$ cat config.mk
export PLATFORM = sky130hd
export DESIGN_NAME = nn_layer_sequencer
export DESIGN_NICKNAME = d
export VERILOG_FILES = /design/src/rtl/nn_layer_sequencer.sv
export SDC_FILE = /design/constraint.sdc
export NUM_CORES = 1
export LEC_CHECK = 0
export CORE_MARGIN = 5
export CORE_UTILIZATION = 25
export DETAILED_ROUTE_END_ITERATION = 8
export GPL_TIMING_DRIVEN = 0
export PLACE_DENSITY = 0.47
export REMOVE_ABC_BUFFERS = 1
export SYNTH_ARGS = -nofsm -noshare
export SYNTH_HDL_FRONTEND = slang
export SYNTH_SLANG_ARGS = --single-unit
$ cat constraint.sdc
create_clock -name Clock -period 4.05 [get_ports Clock]
set_input_delay 0.405 -clock Clock [delete_from_list [all_inputs] [get_ports Clock]]
set_output_delay 0.405 -clock Clock [all_outputs]
set_load 0.02 [all_outputs]
$ cat src/rtl/nn_layer_sequencer.sv
// Control sequencer for a two-layer MLP (10-5-3) sharing one MAC unit.
// Define SEQ_BIAS_EN to add a bias MAC cycle after each neuron's inputs.
module nn_layer_sequencer (
    input  logic       Clock,
    input  logic       Rst,
    input  logic       Start,
    input  logic       Stall,
    output logic       Busy,
    output logic       Done,
    output logic [6:0] Address,
    output logic [3:0] InSel,
    output logic [2:0] NeuronIdx,
    output logic       Layer,
    output logic       AccClr,
    output logic       AccEn,
    output logic       ActWrite,
    output logic [3:0] State
);

    localparam logic [3:0] IDLE   = 4'd0;
    localparam logic [3:0] H_CLR  = 4'd1;
    localparam logic [3:0] H_MAC  = 4'd2;
    localparam logic [3:0] H_ACT  = 4'd3;
    localparam logic [3:0] O_CLR  = 4'd4;
    localparam logic [3:0] O_MAC  = 4'd5;
    localparam logic [3:0] O_ACT  = 4'd6;
    localparam logic [3:0] DONE   = 4'd7;
    localparam logic [3:0] H_BIAS = 4'd8;
    localparam logic [3:0] O_BIAS = 4'd9;

    logic [3:0] state, state_n;
    logic [3:0] cnt, cnt_n;
    logic [2:0] idx_n;
    logic       lay_n;
    logic [6:0] addr_n;
    logic [3:0] sel_n;
    logic       legal;

    assign State = state;

    always_ff @(posedge Clock or posedge Rst) begin
        if (Rst) begin
            state     <= IDLE;
            cnt       <= 4'd0;
            NeuronIdx <= 3'd0;
            Layer     <= 1'b0;
            Address   <= 7'd0;
            InSel     <= 4'd0;
        end else begin
            state     <= state_n;
            cnt       <= cnt_n;
            NeuronIdx <= idx_n;
            Layer     <= lay_n;
            Address   <= addr_n;
            InSel     <= sel_n;
        end
    end

    always_comb begin
        state_n = state;
        cnt_n   = cnt;
        idx_n   = NeuronIdx;
        lay_n   = Layer;
        legal   = 1'b1;
        case (state)
            IDLE: if (Start) begin
                state_n = H_CLR;
                idx_n   = 3'd0;
                lay_n   = 1'b0;
            end
            H_CLR: begin
                state_n = H_MAC;
                cnt_n   = 4'd0;
            end
            H_MAC: begin
                if (cnt >= 4'd9) begin
`ifdef SEQ_BIAS_EN
                    state_n = H_BIAS;
`else
                    state_n = H_ACT;
`endif
                end else begin
                    cnt_n = cnt + 4'd1;
                end
            end
            H_ACT: begin
                if (NeuronIdx >= 3'd4) begin
                    state_n = O_CLR;
                    idx_n   = 3'd0;
                    lay_n   = 1'b1;
                end else begin
                    state_n = H_CLR;
                    idx_n   = NeuronIdx + 3'd1;
                end
            end
            O_CLR: begin
                state_n = O_MAC;
                cnt_n   = 4'd0;
            end
            O_MAC: begin
                if (cnt >= 4'd4) begin
`ifdef SEQ_BIAS_EN
                    state_n = O_BIAS;
`else
                    state_n = O_ACT;
`endif
                end else begin
                    cnt_n = cnt + 4'd1;
                end
            end
            O_ACT: begin
                if (NeuronIdx >= 3'd2) begin
                    state_n = DONE;
                end else begin
                    state_n = O_CLR;
                    idx_n   = NeuronIdx + 3'd1;
                end
            end
            DONE: begin
                state_n = IDLE;
                idx_n   = 3'd0;
                lay_n   = 1'b0;
            end
`ifdef SEQ_BIAS_EN
            H_BIAS: state_n = H_ACT;
            O_BIAS: state_n = O_ACT;
`endif
            default: begin
                legal   = 1'b0;
                state_n = IDLE;
                cnt_n   = 4'd0;
                idx_n   = 3'd0;
                lay_n   = 1'b0;
            end
        endcase
        // Illegal states still recover while stalled
        if (Stall && legal) begin
            state_n = state;
            cnt_n   = cnt;
            idx_n   = NeuronIdx;
            lay_n   = Layer;
        end
    end

    always_comb begin
        addr_n = Address;
        sel_n  = InSel;
        case (state_n)
            H_MAC: begin
                addr_n = {4'd0, idx_n} * 7'd10 + {3'd0, cnt_n};
                sel_n  = cnt_n;
            end
            O_MAC: begin
                addr_n = 7'd50 + {4'd0, idx_n} * 7'd5 + {3'd0, cnt_n};
                sel_n  = cnt_n;
            end
`ifdef SEQ_BIAS_EN
            H_BIAS: begin
                addr_n = 7'd65 + {4'd0, idx_n};
                sel_n  = 4'hF;
            end
            O_BIAS: begin
                addr_n = 7'd70 + {4'd0, idx_n};
                sel_n  = 4'hF;
            end
`endif
            default: ;
        endcase
    end

    always_comb begin
        Busy     = (state != IDLE);
        AccClr   = !Stall && (state == H_CLR || state == O_CLR);
`ifdef SEQ_BIAS_EN
        AccEn    = !Stall && (state == H_MAC || state == O_MAC ||
                              state == H_BIAS || state == O_BIAS);
`else
        AccEn    = !Stall && (state == H_MAC || state == O_MAC);
`endif
        ActWrite = !Stall && (state == H_ACT || state == O_ACT);
        Done     = !Stall && (state == DONE);
    end

endmodule

# Yosys cells after proc, flatten, opt, wreduce, memory -nomap -nowiden
# Cells that the tools add are included.
# totals
ff_bits,23
out_inout_bits,24
elab_cells,69
# op_classes
magnitude_cmp,4
mux,21
n_bitwise,2
addsub,5
eq_ne,11
n_reduce_logical,18
mul,2
# ops
cell,count
4-bit two-way mux,7
4-bit one-hot mux with 7 select lines,1
4-bit by 3-bit equality test with 1-bit output (second input constant),5
3-bit two-way mux,5
7-bit by 4-bit adder with 7-bit output,2
7-bit one-hot mux with 2 select lines,1
4-bit by 2-bit equality test with 1-bit output (second input constant),3
3-bit by 3-bit multiplier with 6-bit output (second input constant),2
3-bit one-hot mux with 4 select lines,1
4-bit one-hot mux with 3 select lines,1
4-bit OR reduction,2
8-bit OR reduction,1
6-bit by 6-bit adder with 7-bit output (first input constant),1
1-bit logical AND,5
5-bit OR reduction,1
4-bit by 1-bit adder with 4-bit output (second input constant),1
4-bit by 1-bit equality test with 1-bit output (second input constant),1
4-bit by 3-bit >= comparator with 1-bit output (second input constant),1
4-bit >= comparator (second input constant),1
4-bit logical NOT,1
2-bit inequality test (second input constant),2
4-bit AND reduction,1
4-bit nonzero test,1
3-bit by 1-bit adder with 3-bit output (second input constant),1
10 further kinds,15

# Depth between registers and ports, before layout
# Gate-level depths: netlist of the first run.
# logic_depth
depth_word,9
mapped_depth,15
mapped_depth_nobuf,15

# Worst setup path before layout of the first run
# Ideal clock, no wire load.
# synth_timing
path_kind,register to register
startpoint,reg NeuronIdx[1]
endpoint,reg Address[6]
stages_incl_launch_ff,15
path_slack_ns,-0.360
synth_period_minus_slack_ns,4.410
arrival_ns,4.284
n_path_buf,0
cell_sequence,dfrtp_1 -> inv_1 -> ha_1 -> nor2b_1 -> a41oi_1 -> a2111oi_0 -> fa_1 -> nand2_1 -> fa_1 -> nor2b_1 -> o21ai_0 -> nand2b_1 -> a21oi_1 -> xor2_1 -> mux2i_1
# synth_via
elab_chain_len,8
elab_cells_between_ends,21
cone_classes,4 x add/sub; 2 x mul; 2 x order compare; 2 x eq/ne; 10 x mux; 1 x reduce/logical
# synth_rtl
element,line_no,text
start: declaration,12,"output logic [2:0] NeuronIdx,"
start signal: assignment,52,NeuronIdx <= idx_n;
3-bit by 1-bit adder with 3-bit output (tied with other cells),"93, 116",
"3-bit two-way mux, on equally long branches","112, 87",
3-bit one-hot mux with 4 select lines,65,case (state)
3-bit two-way mux *,137,if (Stall && legal) begin
net idx_n[1],33,logic [2:0] idx_n;
3-bit by 3-bit multiplier with 6-bit output,"150, 154",
6-bit by 6-bit adder with 7-bit output,154,"addr_n = 7'd50 + {4'd0, idx_n} * 7'd5 + {3'd0, cnt_n};"
7-bit by 4-bit adder with 7-bit output,154,
7-bit one-hot mux with 2 select lines *,148,case (state_n)
end signal: assignment,54,Address <= addr_n;
end: declaration,10,"output logic [6:0] Address,"
# The timed path passes the listed nets; every way through them passes the cells marked *.
# A chain may end at the register's enable or synchronous reset.

# Final worst setup path of the first run
# layout_timing
startpoint,reg cnt[0]
endpoint,reg Address[6]
# layout_via
elab_chain_len,6
elab_cells_between_ends,17
cone_classes,3 x add/sub; 2 x order compare; 2 x eq/ne; 9 x mux; 1 x reduce/logical
# layout_rtl
element,line_no,text
start: declaration,32,"logic [3:0] cnt, cnt_n;"
start signal: assignment,51,cnt <= cnt_n;
4-bit by 1-bit adder with 4-bit output (tied with other cells),"83, 108",
"4-bit two-way mux, on equally long branches","101, 76",
4-bit one-hot mux with 3 select lines *,65,
4-bit two-way mux *,137,
net cnt_n[2],32,
"7-bit by 4-bit adder with 7-bit output, on equally long branches","154, 150",
7-bit one-hot mux with 2 select lines *,148,
# Marks and branches as above.

==> reports/qor.csv, run 1 <==
metric,value,unit
grt_max_degree,24,
cp.arrival,3960,ps
tightest_slew,875,ps
gr-total-overflow,0,
cap_violations,0,
avgRoutedWirePerCell,14.5,µm
setup_violations,0,
crit_chain,inv_2 > ha_1 > or3b_2 > and2_1 > or4b_2 > a31oi_4 > o21ai_4 > ha_1 > ha_4 > nor2b_1 > o21ai_0 > nand2b_1 > a21oi_2 > xor2_1 > mux2i_1,
clockRootBuffer,clkbuf_8,
crit_required,4180,ps
ys_async_sr_fraction,100,%
port_buffers,27,
synth_most_common_cell,dfrtp_1,
cts.path.max_buffers,2,
gp_congestion,0.760,
ir_drop,0.169,mV
clk_pin_slew,80,ps
post_drt_via_cell_ratio,4.75,
p_per_area,210,nW/µm²
drt-initial-drc-count,45,
avgSynthCellArea,9.13,µm²
synthTopCellsByArea,"dfrtp_1 (30%), ha_1 (12%), fa_1 (4.2%), mux2i_1 (4.2%), inv_1 (3.5%)",
reg2reg_from,cnt[0]$_DFF_PP0_,
synth-edff-count,0,
finalSetupTns,0,ps
synth_area_leader_cell,dfrtp_1,
drtAntennaViolNets,0,
numCtsBuffers,3,
ys_ff_latch,23,
p_leak,1.04,nW
firstDrtPassIters,4,
min_period,3830,ps
relSlewSlack,41.6,%
synth_cell_types,53,
critPathLaunch,cnt[0]$_DFF_PP0_,
cp_slowest_stage_delay,670,ps
die_x,97.8,µm
design.core.area,7610,µm²
yosys_warnings,0,
post-route-period-util,94.7,%
clock_skew,4.74,ps
start_kind,register,
min_from,InSel[1]$_DFFE_PP0P_,
dominantRegCellSynth,dfrtp_1,
grt_use_total,10.6,%
netlist.area_leader.share,29.9,%
yosys-top-cells-count,"dfrtp_1 (23), ha_1 (18), inv_1 (18)",
fmax,0.261,GHz
drc_errors,0,
critPathTopFamily,simple AND/OR/NAND/NOR gates,
clock_sinks,23,
slowest_stage,or4b_2,
grt_pass1_wl,8390,µm
start_util,25.3,%
h-tree-depth,1,
vias,1602,
dpl.cell_count,332,
worstHoldPathType,register to register,
synth_cells,211,
slew_viol_final,0,
nNetsFinal,262,
antenna_found_initial,0,
crit_top_cell,ha_1,
dp_hpwl,3600,µm
cp_num_buf_inv,1,
cp_max_fo,5,
die_y,97.8,µm
die_area,9560,µm²
antenna_cells,0,
ios,28,
clk_latency,260,ps
critPathCaptureType,register,
synth_area,1930,µm²
final_util,31.8,%
rows,32,
drive_gt1_share,11.1,%
path_class,register to register,
grt_pass1_vias,1632,
drt_wl_total,4880,µm
stdcell_count,337,
yosysSeqAreaShare,29.9,%
status,finished clean,
synthToLayoutAreaGrowth,25.6,%
final-hold-violation-count,0,
cts_tree,done,
-- power by group --
group | switching [mW] | leakage, nW | total, mW | internal, mW
Combinational | 0.0583 | 0.708 | 0.110 | 0.0514
Clock | 0.0663 | 0.0228 | 0.136 | 0.0700
Sequential | 0.0168 | 0.312 | 0.261 | 0.244
Total | 0.141 | 1.04 | 0.507 | 0.365
-- repair_timing --
item | CTS | global route
setup buffers | 0 | 1
setup endpoints to repair | 2 | 4
gates resized for setup | 5 | 11
hold buffers | 0 | 0
pin swaps | 0 | 1
-- metrics by stage --
stage / instance area [µm²] / setup WS (ps) / total power, mW / hold WS (ps)
2_1_floorplan: 1880 / -376 / 0.320 / 407
3_3_place_gp: 2280 / -2240 / 0.372 / 473
3_5_place_dp: 2290 / -422 / 0.372 / 479
4_1_cts: 2350 / 33.8 / 0.514 / 512
5_1_grt: 2420 / -30.7 / 0.538 / 529
6_report: 2420 / 215 / 0.507 / 502
-- kinds of logic after synthesis --
group                      Yosys count  synth area share [%]
AOI/OAI and AO/OA                   51                  18.5
xor gates and xnor gates            11                  5.00
adders and majority gates           22                  15.9
buffers and inverters               27                  5.85
DFF                                 23                  29.9
muxes                               12                  6.50
other                                1                 0.195
and+or+nand+nor                     64                  18.2
-- final cells by class --
type | instances | area (µm²)
clock buffers | 4 | 45.0
fillers | 803 | 5190
inverters | 18 | 67.6
multi-input cells | 161 | 1320
flip-flops and latches | 23 | 577
well taps | 102 | 128
repair buffers | 29 | 285
-- worst paths after layout --
| path | to | slack, ps | depth (start not counted) |
|---|---|---|---|
| setup / recovery | Address[6]$_DFFE_PP0P_ | 220 | 15 |
| max in group asynchronous | State[3]$_DFF_PP0_ | 2830 | 2 |
| min in group asynchronous | cnt[0]$_DFF_PP0_ | 630 | 2 |
| setup reg to reg | Address[6]$_DFFE_PP0P_ | 220 | 15 |
| hold / removal | InSel[1]$_DFFE_PP0P_ | 500 | 1 |
| hold reg to reg | InSel[1]$_DFFE_PP0P_ | 500 | 1 |
-- state kept, by name (all words and copies together) (netlist names) --
signal	cells
State	4
cnt	4
NeuronIdx	3
Address	7
InSel	4
Layer	1
-- placed cells by master, fill, tap and decap left out, types with 5 or more instances in the layout --
master,netlist,final
nor2_1,17,16
mux2i_1,8,8
nand2b_1,5,5
xor2_1,6,6
nand2_1,13,13
inv_1,18,16
xnor2_1,5,5
dfrtp_1,23,22
clkdlybuf4s50_1,0,27
nor2b_1,5,5
ha_1,18,17
o21ai_0,8,6
a21oi_1,9,8
a31oi_1,6,5
-- per-layer routing --
metal  up-vias  routed length (µm)  GRT usage [%]
met5         -                   0              0
met4         0                  53           2.45
met3         6                 190           2.36
met2        29                2220           16.7
met1       765                2410           14.8
li1        802                   -              -
Note: power is estimated with default switching activity, not from simulation.
==> inputs of run 2 (changes only) <==
- SLEW_MARGIN: default -> 5
==> reports/qor.csv, run 2 (synthesis gave the netlist of run 1 again) <==
metric,value,unit
status,finished clean,
synthToLayoutAreaGrowth,27.0,%
largest_reg_flops,7,
finalSetupTns,0,ps
die_x,97.8,µm
cap_violations,0,
antenna_cells,0,
finalPower,0.515,mW
numCtsBuffers,3,
start_kind,register,
h-tree-depth,1,
drtAntennaViolNets,0,
vias,1597,
drive_gt1_share,11.9,%
p_per_area,210,nW/µm²
cp.arrival,3880,ps
tightest_slew,884,ps
layout_commonest_cell,clkdlybuf4s50_1,
rows,32,
cts_tree,done,
grt_pass1_vias,1629,
fmax,0.267,GHz
ir_drop,0.184,mV
post_drt_via_cell_ratio,4.74,
drc_errors,0,
firstDrtPassIters,4,
relSlewSlack,41.0,%
design.core.area,7610,µm²
min_from,InSel[0]$_DFFE_PP0P_,
final_area,2450,µm²
die_y,97.8,µm
final_util,32.2,%
p_leak,1.05,nW
grt_use_total,10.6,%
die_area,9560,µm²
fin_ws,300,ps
clk_pin_slew,90,ps
clk_latency,270,ps
critPathCaptureType,register,
grt_pass1_wl,8360,µm
cp_slowest_stage_delay,660,ps
clock_skew,11.1,ps
path_class,register to register,
ctsHoldBuffers,0,
gp_congestion,0.760,
critPathLaunch,cnt[0]$_DFF_PP0_,
rsz0062_at_grt,no,
top_register,Address,
crit_top_cell,ha_4,
dp_hpwl,3600,µm
dpl.cell_count,332,
layout_common_cells,"clkdlybuf4s50_1 (26), dfrtp_1 (22), inv_1 (16), nor2_1 (16), ha_1 (16)",
setup_violations,0,
reg2reg_from,cnt[0]$_DFF_PP0_,
cts.path.max_buffers,2,
gr-total-overflow,0,
nNetsFinal,262,
start_util,25.3,%
drt_wl_total,4920,µm
placed_area,2290,µm²
preCtsSetupSlack,-435,ps
post-route-period-util,92.6,%
antenna_found_initial,0,
ios,28,
cp_max_fo,5,
clock_sinks,23,
crit_chain,inv_2 > ha_1 > or3b_2 > and2_1 > or4b_2 > a31oi_4 > o21ai_4 > ha_4 > ha_4 > nor2b_1 > o21ai_0 > nand2b_1 > a21oi_2 > xor2_1 > mux2i_1,
grt_max_degree,24,
slew_viol_final,0,
slowest_stage,or4b_2,
clockRootBuffer,clkbuf_8,
drt-initial-drc-count,38,
min_period,3750,ps
avgRoutedWirePerCell,14.6,µm
worstHoldPathType,register to register,
whs,503,ps
port_buffers,27,
final-hold-violation-count,0,
stdcell_count,337,
crit_required,4180,ps
==> run 2: final cells by class <==
type	instances	area [µm²]
clock inverter	1	5.00
multi-input combinational	161	1340
tap	102	128
fill	802	5160
timing repair buffer	29	285
inverter	18	67.6
clock buffer	3	41.3
sequential	23	577
==> run 2: critical path: cells and delay by family, from the launching register on <==
kind	cells	cell delay (ps)
fa+ha+maj	3	630
flops	1	420
xor+xnor	1	160
mux	1	90
buf+inv	1	100
simple gates	5	1570
compound gates	4	630
==> run 2: repair_timing <==
| action | 4_1_cts | 5_1_grt |
|---|---|---|
| setup endpoints to repair | 2 | 4 |
| resized for setup | 7 | 13 |
| setup buffers | 0 | 1 |
| pin swaps | 0 | 2 |
==> run 2: power breakdown <==
part / internal (mW) / leakage, nW / switching (mW)
clock network: 0.0687 / 0.0255 / 0.0741
logic: 0.0517 / 0.715 / 0.0589
registers: 0.244 / 0.312 / 0.0173
total: 0.364 / 1.05 / 0.150
==> run 2: final timing paths <==
path	cells after the start	endpoint	slack, ps
worst max register to register	15	Address[6]$_DFFE_PP0P_	300
worst max-delay path	15	Address[6]$_DFFE_PP0P_	300
min in group asynchronous	2	cnt[0]$_DFF_PP0_	620
worst min-delay path	1	InSel[0]$_DFFE_PP0P_	500
worst min register to register	1	InSel[0]$_DFFE_PP0P_	500
max in group asynchronous	2	State[3]$_DFF_PP0_	2840
==> run 2: layer usage <==
metal  share of wire (%)  GRT usage, %  routed length (µm)  vias to the layer above
met5                   0             0                   0                        -
met2                  46          17.0                2290                       31
met4                0.59          2.24                  29                        0
met1                  49          14.5                2400                      760
li1                    -             -                   -                      802
met3                 4.2          2.50                 207                        4
